`src/rtl/ifu_pkg.sv`:
```
`default_nettype none
// ============================================================================
//  Module   : ifu_pkg
//  Purpose  : Shared widths, PC constants and the prefetch entry type used by
//             the instruction fetch unit and its prefetch queue.
//  Revision : 1.0  initial release
// ============================================================================
package ifu_pkg;

    localparam int          IFU_WORD_W     = 32;
    localparam logic [31:0] IFU_PC_INC     = 32'd4;
    localparam logic [31:0] IFU_ALIGN_MASK = 32'hFFFF_FFFC;

    // One prefetched word together with the byte address it came from.
    typedef struct packed {
        logic [IFU_WORD_W-1:0] pc;
        logic [IFU_WORD_W-1:0] instr;
    } fetch_entry_t;

endpackage : ifu_pkg
`default_nettype wire

```
`src/rtl/fetch_queue.sv`:
```
`default_nettype none
// ============================================================================
//  Module   : fetch_queue
//  Purpose  : Synchronous FIFO of fetch_entry_t used as the prefetch buffer.
//             Flush empties the queue and takes priority over push and pop.
//             A push while full is accepted only if a pop happens in the same
//             cycle, so occupancy never exceeds DEPTH.
//  Ports    : clk, rst      clock and synchronous active-high reset
//             push, pop     enqueue / dequeue requests
//             flush         discard all entries
//             full, empty   occupancy status
//             head          entry at the read pointer (meaningful when !empty)
//  Revision : 1.0  initial release
// ============================================================================
module fetch_queue
    import ifu_pkg::*;
#(
    parameter int DEPTH = 4
) (
    input  logic         clk,
    input  logic         rst,
    input  logic         push,
    input  logic         pop,
    input  logic         flush,
    input  fetch_entry_t push_data,
    output logic         full,
    output logic         empty,
    output fetch_entry_t head
);

    localparam int PTR_W = $clog2(DEPTH);
    localparam int CNT_W = PTR_W + 1;

    fetch_entry_t       mem_q [DEPTH];
    logic [PTR_W-1:0]   wr_ptr_q;
    logic [PTR_W-1:0]   rd_ptr_q;
    logic [CNT_W-1:0]   count_q;

    logic               do_pop;
    logic               do_push;

    assign full    = (count_q == CNT_W'(DEPTH));
    assign empty   = (count_q == '0);
    assign head    = mem_q[rd_ptr_q];

    assign do_pop  = pop && !empty;
    assign do_push = push && (!full || do_pop);

    // Pointers wrap naturally because DEPTH is a power of two.
    always_ff @(posedge clk) begin
        if (rst || flush) begin
            wr_ptr_q <= '0;
            rd_ptr_q <= '0;
            count_q  <= '0;
        end else begin
            if (do_push) begin
                wr_ptr_q <= wr_ptr_q + 1'b1;
            end
            if (do_pop) begin
                rd_ptr_q <= rd_ptr_q + 1'b1;
            end
            case ({do_push, do_pop})
                2'b10:   count_q <= count_q + 1'b1;
                2'b01:   count_q <= count_q - 1'b1;
                default: count_q <= count_q;
            endcase
        end
    end

    // Storage needs no reset: the head is only consumed while non-empty.
    always_ff @(posedge clk) begin
        if (!rst && !flush && do_push) begin
            mem_q[wr_ptr_q] <= push_data;
        end
    end

endmodule : fetch_queue
`default_nettype wire

```
`src/rtl/instruction_fetch_unit.sv`:
```
`default_nettype none
// ============================================================================
//  Module   : instruction_fetch_unit
//  Purpose  : Requester side of the instruction-memory read port. Holds the
//             PC, drives the word-aligned fetch address to a combinational
//             ROM, buffers returned words in a prefetch queue and presents them
//             to decode over a valid/ready handshake. Execute-stage redirects
//             flush the queue and reload the PC.
//  Ports    : Clk, Rst           clock, synchronous active-high reset
//             Address            fetch byte address (= PC)
//             Instruction        ROM data for Address, same cycle
//             InstrOut, PCOut    head word and its byte address
//             InstrValid         head is valid
//             InstrReady         decode accepts the head
//             Redirect           taken branch/jump pulse
//             RedirectPC         redirect target (low two bits dropped)
//             FetchCount         words pushed (only with IFU_PERF_CNT_EN)
//  Options  : IFU_PERF_CNT_EN    adds the FetchCount port and its counter
//  Revision : 1.0  initial release
// ============================================================================
module instruction_fetch_unit
    import ifu_pkg::*;
#(
    parameter logic [31:0] RESET_PC = 32'h0000_0000,
    parameter int          DEPTH    = 4
) (
    input  logic        Clk,
    input  logic        Rst,
    output logic [31:0] Address,
    input  logic [31:0] Instruction,
    output logic [31:0] InstrOut,
    output logic [31:0] PCOut,
    output logic        InstrValid,
`ifdef IFU_PERF_CNT_EN
    output logic [31:0] FetchCount,
`endif
    input  logic        InstrReady,
    input  logic        Redirect,
    input  logic [31:0] RedirectPC
);

    logic [31:0]  pc_q;
    logic [31:0]  pc_d;
    fetch_entry_t last_q;
    fetch_entry_t last_d;

    logic         q_full;
    logic         q_empty;
    fetch_entry_t q_head;
    fetch_entry_t q_push_data;
    logic         accept;
    logic         fe;

    assign Address     = pc_q;
    assign InstrValid  = !q_empty;
    assign accept      = InstrValid && InstrReady;
    assign fe          = !Redirect && (!q_full || accept);
    assign q_push_data = '{pc: pc_q, instr: Instruction};

    // While empty, the outputs hold the most recently accepted entry rather
    // than whatever stale word sits at the read pointer.
    assign InstrOut = q_empty ? last_q.instr : q_head.instr;
    assign PCOut    = q_empty ? last_q.pc    : q_head.pc;

    always_comb begin
        pc_d   = pc_q;
        last_d = last_q;
        if (Redirect) begin
            pc_d = RedirectPC & IFU_ALIGN_MASK;
        end else if (fe) begin
            pc_d = pc_q + IFU_PC_INC;
        end
        // An entry accepted in the redirect cycle still counts as delivered.
        if (accept) begin
            last_d = q_head;
        end
    end

    always_ff @(posedge Clk) begin
        if (Rst) begin
            pc_q   <= RESET_PC;
            last_q <= '0;
        end else begin
            pc_q   <= pc_d;
            last_q <= last_d;
        end
    end

    fetch_queue #(
        .DEPTH (DEPTH)
    ) u_fetch_queue (
        .clk       (Clk),
        .rst       (Rst),
        .push      (fe),
        .pop       (accept),
        .flush     (Redirect),
        .push_data (q_push_data),
        .full      (q_full),
        .empty     (q_empty),
        .head      (q_head)
    );

`ifdef IFU_PERF_CNT_EN
    logic [31:0] fetch_cnt_q;

    // Counts pushes; deliberately untouched by redirects.
    always_ff @(posedge Clk) begin
        if (Rst) begin
            fetch_cnt_q <= '0;
        end else if (fe) begin
            fetch_cnt_q <= fetch_cnt_q + 32'd1;
        end
    end

    assign FetchCount = fetch_cnt_q;
`endif

endmodule : instruction_fetch_unit
`default_nettype wire
```
`config.mk`:
```
export PLATFORM = sky130hd
export DESIGN_NAME = instruction_fetch_unit
export DESIGN_NICKNAME = d
export VERILOG_FILES = /design/src/rtl/ifu_pkg.sv /design/src/rtl/fetch_queue.sv /design/src/rtl/instruction_fetch_unit.sv
export SDC_FILE = /design/constraint.sdc
export NUM_CORES = 1
export LEC_CHECK = 0
export CORE_MARGIN = 3
export CORE_UTILIZATION = 60
export DETAILED_ROUTE_END_ITERATION = 10
export PLACE_DENSITY = 0.95
export SLEW_MARGIN = 20
export SYNTH_ARGS = -nofsm -noshare
export SYNTH_HDL_FRONTEND = slang
export SYNTH_SLANG_ARGS = --single-unit
```
`constraint.sdc`:
```
create_clock -name Clk -period 9.1 [get_ports Clk]
set_input_delay 1.82 -clock Clk [delete_from_list [all_inputs] [get_ports Clk]]
set_output_delay 1.82 -clock Clk [all_outputs]
set_load 0.05 [all_outputs]
```
### After elaboration in Yosys (flattened, before gate mapping)

Memory sizes are Yosys's and may differ from the RTL's. A register that Yosys moved wholly into a read port is not among the register bits.
Cells that the tools add are included.

* bits in registers: 103
* bits in latches: 0
* memory bits (writable): 256
* ROM bits: 0
* bits of input ports: 68
* output and inout bits: 97
* memories: 1

Memory list
* u_fetch_queue.mem_q: depth 4, width 64, rd ports 1, clocked after memory_dff 1, write ports 1, line fetch_queue.sv:34 `fetch_entry_t mem_q [DEPTH];`

* $add $sub $neg: 5
* $mul: 0
* divide/modulo/power cells: 0
* $lt $le $gt $ge: 0
* equality and inequality tests: 3
* shifts and indexed selects: 0
* muxes and demuxes: 9
* bitwise logic cells: 0
* reductions and logical operators: 17

Operators with widths (number)
* $mux W32: 4
* $add A32 B3 Y32 const B: 1
* $logic_and A1 B1 Y1: 6
* $pmux W3 S2: 1
* $add A2 B1 Y2 const B: 2
* $logic_not A1 Y1: 4
* $mux W2: 2
* $reduce_bool A2 Y1: 2
* $add A3 B1 Y3 const B: 1
* $eq A3 B3 Y1 const B: 1
* $logic_not A3 Y1: 1
* $logic_or A1 B1 Y1: 3
* $sub A3 B1 Y3 const B: 1
* $eq A2 B1 Y1 const B: 1
* $eq A2 B2 Y1 const B: 1
* $mux W1: 2
* $reduce_or A2 Y1: 1

### Logic depth before layout (Yosys ltp)

Gate-level depths: netlist (run 1).

* depth in word-level cells: 9
* depth in mapped cells: 11
* gate-level depth less buffers: 9

### Hierarchy

Synthesis (run 1) repeated with hierarchy kept, for this count alone.

* cells, all modules: 972
* area, all modules: 14430.1 sq um

By module, submodules not included
* fetch_queue: instances 1, cells each 389, area each 9694.3 sq um, seq. area each 7867.5 sq um
* instruction_fetch_unit: instances 1, cells each 583, area each 4735.8 sq um, seq. area each 1881.8 sq um

### Worst setup path before layout (run 1)

Ideal clock, no wire load.

* path kind: input to register
* from: in InstrReady
* to: mem u_fetch_queue.mem_q[0][0] (netlist bit) (enable)
* data arrival time: 3.850 ns
* data required time: 8.673 ns
* slack: 4.823 ns
* cell stages on the path: 4
* path buffers: 2
* path through: or4b_1 buf_4 clkbuf_1 and3_1

* cells in the longest elaborated chain, start to end: 7
* elaborated cells between the ends (all ways): 9

RTL lines
* start, declared: line instruction_fetch_unit.sv:37 `input logic InstrReady,`
* $logic_and A1 B1 Y1 *: line instruction_fetch_unit.sv:56 `assign accept = InstrValid && InstrReady;`
* $logic_or A1 B1 Y1 or $logic_and A1 B1 Y1 (tied branches): line instruction_fetch_unit.sv:57, fetch_queue.sv:46
* $logic_and A1 B1 Y1 or $logic_or A1 B1 Y1 (tied branches): line instruction_fetch_unit.sv:57, fetch_queue.sv:47
* $logic_and A1 B1 Y1 *: line fetch_queue.sv:47 `assign do_push = push && (!full || do_pop);`
* $logic_and A1 B1 Y1 *: line fetch_queue.sv:72 `if (!rst && !flush && do_push) begin`
* $mux W1 *: line fetch_queue.sv:72
* $mux W1 (implied by the code) *: line fetch_queue.sv:73 `mem_q[wr_ptr_q] <= push_data;`
* end, declared: line fetch_queue.sv:34

Every way passes the cells marked *; elsewhere a longest branch is shown, timed or not.

==> results of run 1 <==
[final timing paths]
check | start | end | slack, ns | cells after the start
worst max-delay path | flop | PCOut[23] | 3.63 | 4
worst min-delay path | last_q[6] | last_q[6] | 0.45 | 2
worst max register to register | u_fetch_queue.count_q[0] | u_fetch_queue.count_q[2] | 6.18 | 9
worst min register to register | last_q[6] | last_q[6] | 0.45 | 2
[synth_stat cells (all sizes together) (10+ instances only)]
master	n	area [sq um]
a21oi	71	355
a311oi	12	111
buf	37	200
clkbuf	29	109
dfxtp	101	2020
edfxtp	248	7450
inv	12	45.0
mux2	63	709
mux4	62	1400
nand2	149	564
nand3	19	100
nand4	14	109
nor2	34	128
o31ai	10	75.1
or4	14	109
[metrics by stage]
stage / utilization (%) / worst slack (ns) / power, mW
floorplan: - / 4.82 / 2.08
global placement: 69.4 / 4.13 / 2.21
detailed placement: 69.4 / 4.09 / 2.23
CTS: 74.7 / 3.52 / 3.73
global route: 74.8 / 3.39 / 3.82
finish: 74.8 / 3.63 / 3.71
[registers in the layout, summed over array words and instances (netlist names), named ones only]
signal,cells
u_fetch_queue.wr_ptr_q,2
u_fetch_queue.rd_ptr_q,2
u_fetch_queue.mem_q,248
u_fetch_queue.count_q,3
Address,30
last_q,62
[critical path, delay by kind of cell (launching register included)]
family / cells / cell delay, ns
buffers and inverters: 2 / 1.37
multiplexers: 2 / 0.93
flip-flops: 1 / 0.81
[layout by cell type, fill, tap and decap left out, types with 6 or more instances in the layout]
cell type	netlist	layout
a311oi_1	11	11
mux4_2	62	62
edfxtp_1	248	248
ha_1	6	6
a211oi_1	7	7
dfxtp_1	101	99
buf_4	7	6
clkbuf_1	29	6
xor2_1	8	8
or4_1	13	13
inv_1	11	11
clkdlybuf4s50_1	0	157
nand2_1	147	146
a21oi_1	71	71
nor2_1	34	34
o31ai_1	10	10
mux2_2	62	62
nor4_1	6	6
clkbuf_16	0	39
nand3_1	18	18
clkinv_1	0	6
nand4_1	12	12
[routing by layer]
| layer | wire [microns] | part of all wire, % | global-route usage [%] | up-vias |
|---|---|---|---|---|
| met1 | 12500 | 37 | 32.9 | 4476 |
| met4 | 1470 | 4.4 | 13.3 | 0 |
| li1 | - | - | - | 3971 |
| met3 | 2550 | 7.6 | 4.73 | 117 |
| met2 | 17100 | 51 | 45.4 | 471 |
| met5 | 0 | 0 | 0 | - |
[area by class of cell]
| class | instances | share of cell area (%) |
|---|---|---|
| Tap cell | 313 | 2.29 |
| Inverter | 12 | 0.263 |
| Sequential cell | 349 | 55.3 |
| Clock buffer | 50 | 6.23 |
| Timing Repair Buffer | 163 | 9.43 |
| Clock inverter | 13 | 0.942 |
| Multi-Input combinational cell | 537 | 25.5 |
[where the power goes]
| part | internal (mW) | total (mW) | switching (mW) |
|---|---|---|---|
| clock network | 0.930 | 1.51 | 0.585 |
| logic | 0.152 | 0.408 | 0.256 |
| registers | 1.75 | 1.79 | 0.0426 |
[logic make-up after synthesis]
family / after synthesis / share of synthesized area [%]
and+or+nand+nor: 271 / 9.07
adders and majority gates: 7 / 0.672
xor gates and xnor gates: 13 / 0.805
muxes: 125 / 14.9
other: 1 / 0.0265
buffers and inverters: 78 / 2.50
DFF: 349 / 66.9
AOI/OAI and AO/OA: 117 / 5.09
==> flow_metrics.py, run 1 <==
metrics = {
    "run_status": {
        "run_status": "completed",
    },
    "clock_tree": {
        "path_clk_slew_ns": 0.06,
        "cts_root_buf": "clkbuf_16",
        "clk_path_buf_depth": 3,
        "insertion_delay_ns": 0.51,
        "ctsHoldBuffers": 0,
        "htree_levels": 2,
        "post_cts_resized": 0,
        "post_cts_buffers": 0,
        "cts_tree": "built",
        "numClockSinks": 349,
        "cts_made_buffers": 35,
    },
    "layout": {
        "fillers": 1333,
        "fin_nets": 1173,
        "antenna_cells": 0,
        "drive_gt1_share_pct": 17.6,
        "area_growth_pct": 21.1,
        "layoutNonFillerInstCount": 1437,
        "design_area_sq_um": 17100,
        "regArea_sq_um": 9480,
        "multi_input_area_sq_um": 4380,
    },
    "grt": {
        "grt_pass1_wl_mm": 52.8,
        "track_usage_pct": 26.6,
        "grt_pass1_vias": 9565,
        "grt_start_max_net_pins": 65,
        "antenna_found_initial": 0,
        "grt_overflow": 0,
    },
    "routing": {
        "drc_errors": 0,
        "dr.pass1.iters": 5,
        "vias": 9035,
        "wire_per_inst_microns": 23.4,
        "drt_iter0_markers": 852,
        "via_per_inst": 6.29,
        "routed_wl_mm": 33.7,
        "drt.antenna.violating_nets": 0,
    },
    "synth": {
        "dominantRegCellSynth": "edfxtp_1",
        "synth.distinct_cells": 55,
        "synth_cells": 961,
        "synth-edff-count": 248,
        "netlist_area_sq_um": 14100,
        "syn_avg_cell_area_sq_um": 14.7,
        "ys_warn_count": 0,
        "async_flop_share_pct": 0,
        "synth-seq-area-share_pct": 66.9,
        "ys_ff_latch": 349,
    },
    "sta": {
        "slew_violations": 0,
        "tightestPinTransition_ns": 1.09,
        "rsz0062_at_grt": "no",
        "period_share_pct": 60.1,
        "hold_viol": 0,
        "max_freq_mhz": 183,
        "min_period_ns": 5.47,
        "timing.slew.headroom_pct": 27.1,
        "finClkSkew_ns": 0.00992,
        "hold_ws_ns": 0.454,
        "finalSetupTns_ns": 0,
        "setup_viol": 0,
    },
    "floorplanning": {
        "core-area_sq_um": 22900,
        "start_util_pct": 61.7,
        "die_area_sq_um": 25500,
        "die_y_microns": 160,
        "dieWidth_microns": 160,
        "io_pins": 165,
        "num_rows": 55,
    },
    "critical_path": {
        "crit_fanout": 32,
        "cp_cell_sequence": "buf_4 > mux4_2 > mux2_2 > clkdlybuf4s50_1",
        "crit_arrival_ns": 3.65,
        "worstPathRequired_ns": 7.28,
        "critical-path-slowest-cell": "dfxtp_4",
        "cpPeakStageDelay_ns": 0.81,
        "end_kind": "output port",
        "start_kind": "flop",
        "path_class": "reg -> out",
    },
    "run": {
        "maxCapViolations": 0,
    },
    "placement": {
        "gp_congestion": 0.792,
        "portBuffers": 158,
        "place_area_sq_um": 15900,
        "placed_cells": 1374,
        "dp_hpwl_mm": 18.4,
    },
    "power": {
        "ir_drop_uv": 146,
        "p_leak_nw": 5.55,
        "pwr_density_cell_nw_per_um2": 217,
    },
    "worst_hold_path": {
        "hold_path_class": "reg -> reg",
    },
}
Note: power is estimated with default switching activity, not from simulation.
==> run 2: changes to the inputs <==
--- a/config.mk
+++ b/config.mk
@@ -6,9 +6,9 @@
 export NUM_CORES = 1
 export LEC_CHECK = 0
 export CORE_MARGIN = 3
-export CORE_UTILIZATION = 60
+export CORE_UTILIZATION = 50
 export DETAILED_ROUTE_END_ITERATION = 10
-export PLACE_DENSITY = 0.95
+export PLACE_DENSITY = 0.87
 export SLEW_MARGIN = 20
 export SYNTH_ARGS = -nofsm -noshare
 export SYNTH_HDL_FRONTEND = slang
==> constraint.sdc (replaced) <==
create_clock -name Clk -period 4.6 [get_ports Clk]
set_input_delay 0.92 -clock Clk [delete_from_list [all_inputs] [get_ports Clk]]
set_output_delay 0.92 -clock Clk [all_outputs]
set_load 0.05 [all_outputs]
==> flow_metrics.py, run 2 (same netlist as run 1, synthesis figures left out) <==
metrics = {
    "run_status": {
        "run_status": "completed",
    },
    "clock_tree": {
        "clk_path_buf_depth": 3,
        "numClockSinks": 349,
        "cts_root_buf": "clkbuf_16",
        "post_cts_resized": 0,
        "insertion_delay_ns": 0.51,
        "cts_tree": "built",
        "path_clk_slew_ns": 0.06,
        "post_cts_buffers": 0,
        "cts_made_buffers": 37,
        "ctsHoldBuffers": 0,
        "htree_levels": 2,
    },
    "layout": {
        "regArea_sq_um": 9480,
        "drive_gt1_share_pct": 18.6,
        "multi_input_area_sq_um": 4380,
        "area_growth_pct": 22.5,
        "utilization_pct": 63.2,
        "layout_common_cells": "edfxtp_1 (248), clkdlybuf4s50_1 (157), nand2_1 (146)",
        "final_common_cell": "edfxtp_1",
        "largest_register_ffs": 248,
        "fillers": 1955,
        "fin_nets": 1185,
        "top_register": "u_fetch_queue.mem_q",
    },
    "routing": {
        "drc_errors": 0,
        "vias": 8752,
        "drt.antenna.violating_nets": 0,
        "wire_per_inst_microns": 21.6,
        "via_per_inst": 5.79,
        "drt_iter0_markers": 784,
        "routed_wl_mm": 32.7,
        "dr.pass1.iters": 5,
    },
    "sta": {
        "max_freq_mhz": 252,
        "min_period_ns": 3.98,
        "period_share_pct": 86.4,
        "finClkSkew_ns": 0.0139,
        "finalSetupTns_ns": 0,
        "rsz0062_at_grt": "no",
        "hold_viol": 0,
        "slew_violations": 0,
        "setup_viol": 0,
        "timing.slew.headroom_pct": 32.3,
        "tightestPinTransition_ns": 1.02,
    },
    "floorplanning": {
        "num_rows": 60,
        "dieWidth_microns": 174,
        "io_pins": 165,
        "die_y_microns": 174,
        "die_area_sq_um": 30300,
        "start_util_pct": 51.6,
        "core-area_sq_um": 27400,
    },
    "power": {
        "ir_drop_uv": 367,
        "p_leak_nw": 5.59,
        "pwr_density_cell_nw_per_um2": 419,
    },
    "critical_path": {
        "cp_cell_sequence": "or3_4 > buf_4 > mux2_2 > clkdlybuf4s50_1",
        "critPathTopFamily": "buffers and inverters",
        "worstPathRequired_ns": 3.68,
        "critical-path-slowest-cell": "clkdlybuf4s50_1",
        "crit_fanout": 41,
        "start_kind": "flop",
        "cpPeakStageDelay_ns": 0.70,
        "cp.buffers_inverters": 2,
        "path_class": "reg -> out",
        "end_kind": "output port",
        "crit_arrival_ns": 3.06,
    },
    "placement": {
        "dp_hpwl_mm": 19.3,
        "portBuffers": 158,
        "gp_congestion": 0.776,
    },
    "grt": {
        "grt_pass1_vias": 9169,
        "grt_start_max_net_pins": 65,
        "grt_overflow": 0,
        "grt_pass1_wl_mm": 51.4,
        "track_usage_pct": 21.6,
        "antenna_found_initial": 3,
    },
    "worst_hold_path": {
        "hold_path_class": "reg -> reg",
    },
    "run": {
        "maxCapViolations": 0,
    },
}
run 2: changes by cell type in the layout (fill, tap and decap cells not counted), moves of 2 or more:
| cell | previous run | this run |
|---|---|---|
| buf_12 | 0 | 5 |
| buf_4 | 6 | 11 |
| clkinvlp_4 | 0 | 5 |
| clkbuf_1 | 6 | 9 |
| bufinv_16 | 4 | 2 |
| clkinv_1 | 6 | 4 |
| clkinv_2 | 2 | 4 |
run 2: per-layer routing:
metal	vias up	GRT usage, %	share of wire, %
met3	66	4.33	6.4
met5	-	0	0.10
li1	3965	-	-
met2	323	36.5	50
met4	4	7.44	2.8
met1	4394	28.1	41
run 2: path summary, 6_finish.rpt:
check | start | endpoint | slack, ns | cells after the start
setup / recovery | u_fetch_queue.count_q[0] | PCOut[18] | 0.62 | 4
hold / removal | last_q[23] | last_q[23] | 0.45 | 2
setup reg to reg | u_fetch_queue.count_q[0] | u_fetch_queue.count_q[2] | 1.95 | 9
hold reg to reg | last_q[23] | last_q[23] | 0.45 | 2
run 2: worst min-delay path: cells and delay by family, from the launching register on:
kind,cells,cell delay (ns)
compound gates,1,0.05
flops,1,0.30
simple gates,1,0.05
run 2: where the power goes:
group | internal (mW) | leakage (nW) | switching, mW
combinational | 0.308 | 1.92 | 0.505
sequential | 3.46 | 3.09 | 0.0799
clock | 1.73 | 0.575 | 1.18
run 2: stage by stage:
stage	std cells	setup slack [ns]	cell area (sq um)	total power, mW	hold slack (ns)
3_5_place_dp	1443	1.10	16100	4.41	0.446
5_1_grt	1512	0.506	17300	7.50	0.471
3_3_place_gp	1443	1.17	16100	4.39	0.439
2_1_floorplan	964	1.22	14200	4.11	0.434
4_1_cts	1511	0.618	17300	7.32	0.455
6_report	1512	0.625	17300	7.26	0.452
run 2: cell type report:
| class | count | area share, % |
|---|---|---|
| Clock buffer | 52 | 6.15 |
| Sequential cell | 349 | 54.7 |
| Antenna cell | 1 | 0.0144 |
| Tap cell | 372 | 2.69 |
| Clock inverter | 16 | 0.816 |
| Inverter | 12 | 0.260 |
| Multi-Input combinational cell | 537 | 25.3 |
| Timing Repair Buffer | 173 | 10.1 |
==> run 3: changes to the inputs <==
--- a/config.mk
+++ b/config.mk
@@ -8,6 +8,7 @@
 export CORE_MARGIN = 3
 export CORE_UTILIZATION = 50
 export DETAILED_ROUTE_END_ITERATION = 10
+export HOLD_SLACK_MARGIN = 0.02
 export PLACE_DENSITY = 0.87
 export SLEW_MARGIN = 20
 export SYNTH_ARGS = -nofsm -noshare
==> results of run 3 <==
Same layout as run 2: the final DEF is identical, and so are final timing and power.
==> RTL edit 1 (settings of run 3) <==
`DEPTH` is set to 4 in 2 places; all go to 8.
--- a/src/rtl/fetch_queue.sv
+++ b/src/rtl/fetch_queue.sv
@@ -16,5 +16,5 @@
     import ifu_pkg::*;
 #(
-    parameter int DEPTH = 4
+    parameter int DEPTH = 8
 ) (
     input  logic         clk,
--- a/src/rtl/instruction_fetch_unit.sv
+++ b/src/rtl/instruction_fetch_unit.sv
@@ -23,5 +23,5 @@
 #(
     parameter logic [31:0] RESET_PC = 32'h0000_0000,
-    parameter int          DEPTH    = 4
+    parameter int          DEPTH    = 8
 ) (
     input  logic        Clk,
Formal check against the unedited RTL: same outputs for any inputs over 4 cycles, from zero or initial values and one cycle with Rst high; that may be too few to reach the edited logic, so the function may still have changed.
==> RTL edit 1 against run 3 <==
- synthesized area grew 68%
- sequential power rose by 73%
- sequential cell count grew 252
- wire length is 59% higher
- setup slack got worse by 0.33 ns
- die area increased by 65%
- final area grew 61%
- power grew 63%
==> RTL edit 1: results (changes against run 3) <==
placement:
  numPlacedInstances: 2095  # was 1,443
  post_dp_cell_area_um2: 26100  # was 16,100 um^2
  hpwlAfterDp_mm: 29.5  # was 19.3 mm
  place.gp.congestion: 0.822  # was 0.776
global_route:
  grt_max_degree: 83  # was 65
  grt_use_met3: 0.0322  # was 0.0433
  antenna_found_initial: 1  # was 3
drt:
  wl_per_cell_um: 23.6  # was 21.6 um
  top_layer: "met4"  # was met5
  met2_length_mm: 26.5  # was 16.4 mm
  drt_iter0_drc: 1157  # was 784
  firstDrtPassIters: 7  # was 5
  drt-vias-per-instance: 6.04  # was 5.79
run_status:
  status: "completed"  # unchanged
finish:
  layout.nets: 1624  # was 1,185
  nClkBuffers: 75  # was 52
  nMultiInputCombCells: 687  # was 537
  seqCellArea_um2: 17000  # was 9480 um^2
  largest_reg_flops: 496  # was 248
  final-clk-cell-share: 0.0643  # was 0.0696
  num-nonclk-inverters: 6  # was 12
  syn_to_final_growth_pct: 18.0  # was 22.5%
  final_cells: 2205  # was 1,512
  non_clock_buffer_count: 195  # was 173
  bufAreaShareNonClock: 0.0720  # was 0.101
  fillers: 3269  # was 1,955
setup_path:
  cpPeakStageDelay_ns: 0.84  # was 0.70 ns
  cp_max_fo: 51  # was 41
  r2r_slack_ns: 1.93  # was 1.95 ns
  r2r-end: "u_fetch_queue.count_q[3]"  # was u_fetch_queue.count_q[2]
  crit_end: "InstrOut[12]"  # was PCOut[18]
sta:
  worst_hold_slack_ns: 0.500  # was 0.452 ns
  worst_pin_slew_ns: 1.12  # was 1.02 ns
  period_needed_ns: 4.31  # was 3.98 ns
synth:
  synth_edf_count: 496  # was 248
  synth_seq_area_share: 0.717  # was 0.669
  synth_commonest_cells: "edfxtp_1, nor2_1, mux4_2, dfxtp_1, a211oi_1"  # was edfxtp_1, nand2_1, dfxtp_1, a21oi_1
  syn_avg_cell_area_um2: 17.1  # was 14.7 um^2
  ys_ff_latch: 601  # was 349
  synth_area_leaders: "edfxtp_1, mux4_2, dfxtp_1"  # was edfxtp_1, dfxtp_1, mux4_2
cts:
  clock_latency_ns: 0.60  # was 0.51 ns
  numCtsBuffers: 58  # was 37
  clk_pin_slew_worst_paths_ns: 0.06  # about the same
pwr:
  vdd_drop_max_uv: 264  # was 367 uV
  p_comb_frac: 0.103  # was 0.112
  swShare: 0.244  # was 0.242
  p_sw_uw: 2880  # was 1760 uW
  p_seq_uw: 6120  # was 3540 uW
worst_hold_path:
  min_from: "last_q[60]"  # was last_q[23]
  holdPathEnd: "last_q[60]"  # was last_q[23]
floorplanning:
  rows: 79  # was 60
==> RTL edit 1: cell count changes after synthesis, sizes merged, moves of 6 or more <==
| cell | run 3 | this run |
|---|---|---|
| a211oi | 7 | 72 |
| mux2i | 0 | 65 |
| inv | 12 | 6 |
| mux4 | 62 | 124 |
| nor2 | 34 | 169 |
| nand2 | 149 | 25 |
| clkbuf | 29 | 61 |
| nand4 | 14 | 7 |
| edfxtp | 248 | 496 |
| mux2 | 63 | 0 |
==> RTL edit 1: cell families (layout without fill, tap and decap cells) <==
family / after synthesis / in the layout / synth area share
simple gates: 279 / 279 / 0.0537
compound gates: 194 / 194 / 0.0564
flops: 601 / 601 / 0.717
xor+xnor: 14 / 14 / 0.00517
fa+ha+maj: 7 / 7 / 0.00401
other cells: 1 / 5 / 0.000158
buf+inv: 102 / 309 / 0.0184
mux: 189 / 189 / 0.145
==> RTL edit 2 (config.mk and constraints of run 3) <==
Without the edit above. Add a define of `IFU_PERF_CNT_EN`.
--- a/src/rtl/instruction_fetch_unit.sv
+++ b/src/rtl/instruction_fetch_unit.sv
@@ -19,4 +19,6 @@
 //  Revision : 1.0  initial release
 // ============================================================================
+`define IFU_PERF_CNT_EN
+
 module instruction_fetch_unit
     import ifu_pkg::*;
Formal check against the unedited RTL (old outputs only; new: FetchCount): equivalent (Yosys induction, for registers that start in step).
==> RTL edit 2 against run 3 <==
- final cell count rose by 15%
- core utilization shrank 0.38 points
- first-iteration DRC count rose by 30%
- final area rose by 11%
- global-route usage down 0.18 points
- sequential cell count rose by 32
- highest routed layer unchanged
- count of clock-buffer cells in the layout increased by 1
- synthesized area increased by 10%
- setup slack lost 0.062 ns
- synthesized cell count is 18% higher
- non-clock buffer count is 36 higher
- combinational power increased by 2.7%
- power up 9.5%
- wire length grew 10%
==> RTL edit 2: results (changes against run 3) <==
finish:
  drive_gt1_frac: 0.174  # was 0.186
  non_clock_buffer_count: 209  # was 173
  num-nonclk-inverters: 21  # was 12
  nMultiInputCombCells: 658  # was 537
  fillers: 2167  # was 1,955
  seqCellArea_um2: 10100  # was 9480 um^2
  seq_cells: 381  # was 349
  layout.nets: 1386  # was 1,185
  final-clk-cell-share: 0.0705  # was 0.0696
  bufAreaShareNonClock: 0.110  # was 0.101
sta:
  fin_skew_ns: 0.0232  # was 0.0139 ns
  slew_headroom: 0.449  # was 0.323
setup_path:
  crit_end: "InstrOut[30]"  # was PCOut[18]
  cp.arrival_ns: 3.12  # was 3.06 ns
  cp_max_fo: 27  # was 41
  cpPeakStageDelay_ns: 0.81  # was 0.70 ns
synth:
  synth_area_leaders: "edfxtp_1, dfxtp_1, mux4_2"  # unchanged
  synth_seq_area_share: 0.649  # was 0.669
  netlist_instances: 1131  # was 961
  synth_fa_ha_area_frac: 0.00690  # was 0.00672
placement:
  hpwlAfterDp_mm: 22.1  # was 19.3 mm
  numPlacedInstances: 1665  # was 1,443
floorplanning:
  die_area_um2: 33300  # was 30,300 um^2
drt:
  drt-vias-per-instance: 5.93  # was 5.79
  m1WireLength_mm: 14.6  # was 13.3 mm
  wl_met3_mm: 3.09  # was 2.10 mm
worst_hold_path:
  min_from: "last_q[24]"  # was last_q[23]
pwr:
  vdd_drop_max_uv: 221  # was 367 uV
  p_leak_uw: 0.00622  # was 0.00559 uW
global_route:
  grt_pass1_wl_mm: 56.7  # was 51.4 mm
  grt_pass1_vias: 10200  # was 9,169
  grt_util_met2: 0.346  # was 0.365
run_status:
  status: "completed"  # unchanged
cts:
  numCtsBuffers: 39  # was 37
## RTL edit 2: changes by cell type after synthesis, sizes merged, moves of 9 or more
cell    before  now
a21oi       71   81
buf         37   24
clkbuf      29   50
dfxtp      101  133
inv         12   21
nand2      149  158
o21ai        6   19
or3          5   17
## RTL edit 2: through the flow
stage | total power (uW) | cell area [um^2] | hold slack (ns) | setup WS, ns
6_report | 7950 | 19300 | 0.453 | 0.562
5_1_grt | 8190 | 19300 | 0.470 | 0.448
4_1_cts | 8010 | 19300 | 0.453 | 0.541
3_5_place_dp | 4730 | 17900 | 0.444 | 1.11
3_3_place_gp | 4710 | 17900 | 0.439 | 1.12
2_1_floorplan | 4410 | 15600 | 0.434 | 0.841
## RTL edit 2: worst max-delay path, delay by kind of cell, from the launching register on
kind	cells	cell delay, ns
flip-flops	1	0.81
buffers and inverters	2	1.09
multiplexers	2	0.67
## RTL edit 2: report_power, final
group / switching [uW] / internal, uW
sequential: 86.6 / 3740
combinational: 521 / 314
clock: 1300 / 1990
